**src/rtl/spi_pkg.sv**
```systemverilog
// Shared constants and types for the SPI slave front-end of the SPI-to-RAM bridge.
package spi_pkg;

  localparam int unsigned DEF_DATA_W = 8;
  localparam int unsigned DEF_CMD_W  = DEF_DATA_W + 2;

  localparam logic [1:0] OP_WR_ADDR = 2'b00;
  localparam logic [1:0] OP_WR_DATA = 2'b01;
  localparam logic [1:0] OP_RD_ADDR = 2'b10;
  localparam logic [1:0] OP_RD_DATA = 2'b11;

  localparam logic [2:0] ST_IDLE_ENC      = 3'd0;
  localparam logic [2:0] ST_CHK_CMD_ENC   = 3'd1;
  localparam logic [2:0] ST_WRITE_ENC     = 3'd2;
  localparam logic [2:0] ST_READ_ADD_ENC  = 3'd3;
  localparam logic [2:0] ST_READ_DATA_ENC = 3'd4;

  typedef enum logic [2:0] {
    StIdle     = ST_IDLE_ENC,
    StChkCmd   = ST_CHK_CMD_ENC,
    StWrite    = ST_WRITE_ENC,
    StReadAdd  = ST_READ_ADD_ENC,
    StReadData = ST_READ_DATA_ENC
  } spi_state_e;

endpackage

```
**src/rtl/spi_piso_shift.sv**
```systemverilog
// Parallel-load / serial-out shifter for MISO: drives the loaded word MSB first, then idles at 0.
module spi_piso_shift #(
  parameter int unsigned DATA_W = 8
) (
  input  logic              i_SPI_clk,
  input  logic              i_SPI_rst_n,
  input  logic              i_clear,
  input  logic              i_load,
  input  logic [DATA_W-1:0] i_data,
  output logic              o_bit,
  output logic              o_last
);

  localparam int unsigned CNT_W = $clog2(DATA_W + 1);

  logic [DATA_W-1:0] sr_q;
  logic [CNT_W-1:0]  cnt_q;
  logic              bit_q;

  // cnt_q counts bits still on the wire, including the one currently driven.
  always_ff @(posedge i_SPI_clk or negedge i_SPI_rst_n) begin
    if (!i_SPI_rst_n) begin
      sr_q  <= '0;
      cnt_q <= '0;
      bit_q <= 1'b0;
    end else if (i_clear) begin
      cnt_q <= '0;
      bit_q <= 1'b0;
    end else if (i_load) begin
      sr_q  <= {i_data[DATA_W-2:0], 1'b0};
      bit_q <= i_data[DATA_W-1];
      cnt_q <= CNT_W'(DATA_W);
    end else if (cnt_q != '0) begin
      if (cnt_q == CNT_W'(1)) begin
        bit_q <= 1'b0;
      end else begin
        bit_q <= sr_q[DATA_W-1];
        sr_q  <= {sr_q[DATA_W-2:0], 1'b0};
      end
      cnt_q <= cnt_q - CNT_W'(1);
    end
  end

  assign o_bit  = bit_q;
  assign o_last = (cnt_q == CNT_W'(1));

endmodule

```
**src/rtl/spi_slave.sv**
```systemverilog
// SPI mode-0 slave: deserialises {op, byte} frames for the RAM and serialises read data on MISO.
module spi_slave
  import spi_pkg::*;
#(
  parameter int unsigned DATA_W = DEF_DATA_W,
  parameter int unsigned CMD_W  = DATA_W + 2
) (
  input  logic              i_SPI_clk,
  input  logic              i_SPI_rst_n,
  input  logic              i_SPI_ss_n,
  input  logic              i_SPI_mosi,
  output logic              o_SPI_miso,
  output logic [CMD_W-1:0]  o_SPI_rx_data,
  output logic              o_SPI_rx_valid,
  input  logic [DATA_W-1:0] i_SPI_tx_data,
  input  logic              i_SPI_tx_valid
);

  localparam int unsigned CNT_W = $clog2(CMD_W);

  spi_state_e       state_q;
  logic [CNT_W-1:0] cnt_q;
  logic [CMD_W-2:0] shreg_q;
  logic [CMD_W-1:0] rx_data_q;
  logic             rx_valid_q;
  logic             rd_addr_seen_q;
  logic             wait_tx_q;
  logic             piso_load;
  logic             piso_last;

  // Accept RAM data only after the strobe cycle, while still selected.
  assign piso_load = (state_q == StReadData) && wait_tx_q && !rx_valid_q &&
                     i_SPI_tx_valid && !i_SPI_ss_n;

  always_ff @(posedge i_SPI_clk or negedge i_SPI_rst_n) begin
    if (!i_SPI_rst_n) begin
      state_q        <= StIdle;
      cnt_q          <= '0;
      shreg_q        <= '0;
      rx_data_q      <= '0;
      rx_valid_q     <= 1'b0;
      rd_addr_seen_q <= 1'b0;
      wait_tx_q      <= 1'b0;
    end else begin
      rx_valid_q <= 1'b0;
      if (i_SPI_ss_n) begin
        state_q   <= StIdle;
        cnt_q     <= '0;
        wait_tx_q <= 1'b0;
      end else begin
        unique case (state_q)
          StIdle: state_q <= StChkCmd;
          StChkCmd: begin
            shreg_q <= {shreg_q[CMD_W-3:0], i_SPI_mosi};
            cnt_q   <= CNT_W'(1);
            if (i_SPI_mosi != OP_RD_ADDR[1]) state_q <= StWrite;
            else if (rd_addr_seen_q)         state_q <= StReadData;
            else                             state_q <= StReadAdd;
          end
          StWrite, StReadAdd, StReadData: begin
            if (cnt_q < CNT_W'(CMD_W - 1)) begin
              shreg_q <= {shreg_q[CMD_W-3:0], i_SPI_mosi};
              cnt_q   <= cnt_q + CNT_W'(1);
            end else if (cnt_q == CNT_W'(CMD_W - 1)) begin
              // Saturate the counter so the held frame never strobes again.
              rx_data_q  <= {shreg_q, i_SPI_mosi};
              rx_valid_q <= 1'b1;
              cnt_q      <= CNT_W'(CMD_W);
              if (state_q == StReadAdd)  rd_addr_seen_q <= 1'b1;
              if (state_q == StReadData) wait_tx_q      <= 1'b1;
            end
            if (piso_load) wait_tx_q <= 1'b0;
          end
          default: state_q <= StIdle;
        endcase
      end
      if (piso_last) rd_addr_seen_q <= 1'b0;
    end
  end

  spi_piso_shift #(
    .DATA_W (DATA_W)
  ) u_piso (
    .i_SPI_clk   (i_SPI_clk),
    .i_SPI_rst_n (i_SPI_rst_n),
    .i_clear     (i_SPI_ss_n),
    .i_load      (piso_load),
    .i_data      (i_SPI_tx_data),
    .o_bit       (o_SPI_miso),
    .o_last      (piso_last)
  );

  assign o_SPI_rx_data  = rx_data_q;
  assign o_SPI_rx_valid = rx_valid_q;

endmodule

```
**config.mk**
```make
export PLATFORM = sky130hd
export DESIGN_NAME = spi_slave
export DESIGN_NICKNAME = d
export VERILOG_FILES = /design/src/rtl/spi_pkg.sv /design/src/rtl/spi_piso_shift.sv /design/src/rtl/spi_slave.sv
export SDC_FILE = /design/constraint.sdc
export NUM_CORES = 1
export LEC_CHECK = 0
export ABC_AREA = 1
export BUFFER_PORTS_ARGS = -buffer_cell sky130_fd_sc_hd__buf_2
export CAP_MARGIN = 20
export CORE_MARGIN = 3
export CORE_UTILIZATION = 52
export DETAILED_ROUTE_END_ITERATION = 7
export PLACE_DENSITY = 0.75
export SKIP_CTS_REPAIR_TIMING = 1
export SLEW_MARGIN = 20
export SYNTH_ARGS = -nofsm -noshare
export SYNTH_HDL_FRONTEND = slang
export SYNTH_HIERARCHICAL = 1
export SYNTH_SLANG_ARGS = --single-unit
export TNS_END_PERCENT = 30
```
**constraint.sdc**
```tcl
create_clock -name i_SPI_clk -period 1.5 [get_ports i_SPI_clk]
set_input_delay 0 -clock i_SPI_clk [delete_from_list [all_inputs] [get_ports i_SPI_clk]]
set_output_delay 0 -clock i_SPI_clk [all_outputs]
set_load 0.05 [all_outputs]
```
==> reports/qor.csv <==
stage;metric;value;unit
setup_path;Crit Path Max Fanout;6;
sta;Setup WS post-layout;-0.0185;ns
layout;diode count;0;
place;gpl congestion;0.874;
drt;Routed Antenna Nets;0;
clock_network;CTS tree;yes;
sta;final hold slack;-0.000536;ns
sta;final setup fails;4;
synth;adder-cell share of the synthesized area;0.0301;
floorplanning;Die H;69.2;um
layout;fin util;0.671;
hold_path;Hold Startpoint;i_SPI_tx_data[7];
setup_path;crit path launch;state_q[0];
floorplanning;starting density of the core;0.555;
power;Lkg Pwr;0.00142;uW
hold_path;Worst Hold Class;input port to register;
power;VDD IR max;1.04;mV
setup_path;chain of cells forming the critical path;nor2_2, nand2_2, inv_2, nand4_1, nor2_2, inv_2, o211ai_1, nand3_1, nand2_1;
clock_network;Worst-path clk slew;0.08;ns
setup_path;element type at the critical path end;register;
synth;top-area cell type share of the netlist area;0.493;
drt;DR WL/cell;11.3;um
sta;Final period util;1.01;
synth;Synth area leaders;dfrtp_1 49%, nand2_1 19%, nand3_1 6.0%;
synth;top_reg_cell synth;dfrtp_1;
synth;mapped cell area;0.00208;mm2
clock_network;Clock Latency Late Sink;0.30;ns
run_status;failing checks;hold timing, setup timing;
run_status;status;finished, violations left;
synth;Syn Inst Count;256;
clock_network;CTS root buf;clkbuf_8;
synth;Compound-Gate Fraction of Synth Area;0.0409;
floorplanning;row count;22;
clock_network;CTS Buf Count;5;
sta;Final Hold Violating Endpoints;1;
sta;unrepaired setup endpoints after global routing;true;
setup_path;Crit-path slowest cell;dfrtp_1;
clock_network;CTS max path bufs;2;
sta;fin crit period;1.52;ns
grt;total grt overflow;0;
place;Port Buf Inserts;24;
layout;NumNets Final;319;
drt;vias per inst;4.98;
synth;post-synthesis net count;274;
grt;first-pass GRT wire length;7040;um
setup_path;crit start category;register;
clock_network;H-tree depth;2;
drt;initial DRC count;96;
synth;synth warn;6;
floorplanning;die width;69.2;um
floorplanning;Core Region;0.00374;mm2
synth;Post-synth top cells;107 x nand2_1, 41 x dfrtp_1, 25 x nand3_1;
drt;1st-pass router iterations;4;
power;pwr dens;1300;mW/mm2
grt;largest net degree at the start of global routing;42;
grt;vias in the first global route;1601;
drt;DRC Markers;0;
synth;post-synthesis mux area share;0;
synth;Cell variety after synth;29;
synth;count leader, synth;nand2_1;
synth;fraction of the mapped netlist area in simple logic gates;0.377;
drt;routed wire length;3960;um
setup_path;reg2reg start;state_q[0];
synth;post-synthesis xor/xnor area fraction;0.00842;
place;Inst Count DP;339;
setup_path;Critical Path AT;1.76;ns
setup_path;Max stage delay on crit path;0.39;ns
synth;Seq cells post-synth;41;
floorplanning;boundary pin count;25;
sta;max-slew violation count;0;
synth;post-synthesis sequential area ratio;0.493;
sta;Post-Route Skew;0.00998;ns
floorplanning;Die ar.;0.00479;mm2
sta;measured slew at the worst slew-check pin;0.511;ns
synth;main combinational cell family by area after synthesis;simple AND/OR/NAND/NOR gates;
layout;ratio of cells with drive above 1 in the final layout;0.232;
grt;overall routing resource usage;0.179;
grt;initial antenna violation count;0;
synth;number of flops mapped to enable cells by yosys;0;
setup_path;critical path type;register to register;
clock_network;# clock sinks;41;
synth;Synth async-reset ratio;1.00;
place;HPWL Detailed;2930;um
layout;area grow syn2layout;20.8;%
setup_path;critical path required time;1.74;ns
sta;Worst slew margin;0.659;
sta;Fmax;659;MHz
synth;mean post-synth cell area;8.12;um2
drt;Vias;1743;
synth;dominant cell type by area after synthesis;dfrtp_1;
run;max cap viols;0;
layout;Non-Filler Instances;350;
-- flip-flops by register name, indices dropped and copies added (netlist names) --
signal          count
shreg_q             9
u_piso/sr_q         7
wait_tx_q           1
state_q             3
u_piso/cnt_q        4
o_SPI_rx_valid      1
o_SPI_rx_data      10
u_piso/o_bit        1
cnt_q               4
rd_addr_seen_q      1
-- report_power, final --
| part | internal, uW | switching, uW |
|---|---|---|
| clock | 541 | 387 |
| combinational | 357 | 566 |
| sequential | 1280 | 144 |
| total | 2180 | 1100 |
-- cell usage in the layout (no fill, tap or decap), drive strengths merged --
cell,synthesis,layout
nand3b,1,1
nand3,27,27
nor2,16,16
nor3b,1,1
bufinv,0,1
o211ai,1,1
clkinvlp,0,1
nand4,8,8
dlygate4sd3,0,3
clkinv,1,1
xnor2,1,1
buf,2,37
o21ai,9,9
xor2,1,1
nand2,113,113
clkbuf,0,6
nor3,2,2
a21oi,5,5
ha,5,5
inv,22,22
dfrtp,41,41
-- metrics by stage --
step	setup slack, ns	TNS, ns	cell area (um2)	power (uW)
after detailed placement	-0.0159	-0.0452	2340	2340
after CTS	-0.0135	-0.0467	2460	3270
after global routing	-0.229	-2.06	2510	3500
after floorplan	-0.00763	-0.00763	2080	2080
final	-0.0185	-0.0308	2510	3280
after global placement	0.0280	0	2340	2310
-- logic make-up (layout without fill, tap and decap cells) --
logic type      Yosys count  count (layout)
fa+ha+maj                 5               5
xor+xnor                  2               2
simple gates            168             168
flops                    41              41
compound gates           15              15
buf+inv                  25              71
-- critical path: cells and delay by family, from the launching register on --
| family | cells | cell delay [ns] |
|---|---|---|
| compound gates | 1 | 0.22 |
| simple gates | 6 | 0.72 |
| buf+inv | 2 | 0.13 |
| flops | 1 | 0.39 |
-- final timing paths --
kind,end,slack (ns),cells past startpoint
setup reg to reg,u_piso/sr_q[5],-0.02,9
hold / removal,u_piso/o_bit,-0.0005,5
hold reg to reg,o_SPI_rx_data[6],0.47,2
setup / recovery,u_piso/sr_q[5],-0.02,9
min in group asynchronous,cnt_q[3],0.28,3
max in group asynchronous,rd_addr_seen_q,0.86,3
-- per-layer routing --
metal  vias to the layer above  track usage  routed length [um]
met5                         -            0                   0
met4                         0       0.0521                  51
met3                         6       0.0478                 177
met2                        31        0.285                1830
met1                       802        0.241                1900
li1                        904            -                   -
-- layout make-up --
| class | instances | area [um2] |
|---|---|---|
| multi-input cells | 190 | 966 |
| well taps | 48 | 60.1 |
| clock inverters | 2 | 37.5 |
| flip-flops and latches | 41 | 1030 |
| repair buffers | 40 | 251 |
| clock buffers | 6 | 82.6 |
| inverters | 23 | 88.8 |
| fillers | 322 | 1230 |
No activity file was read; power rests on OpenSTA's default activity.
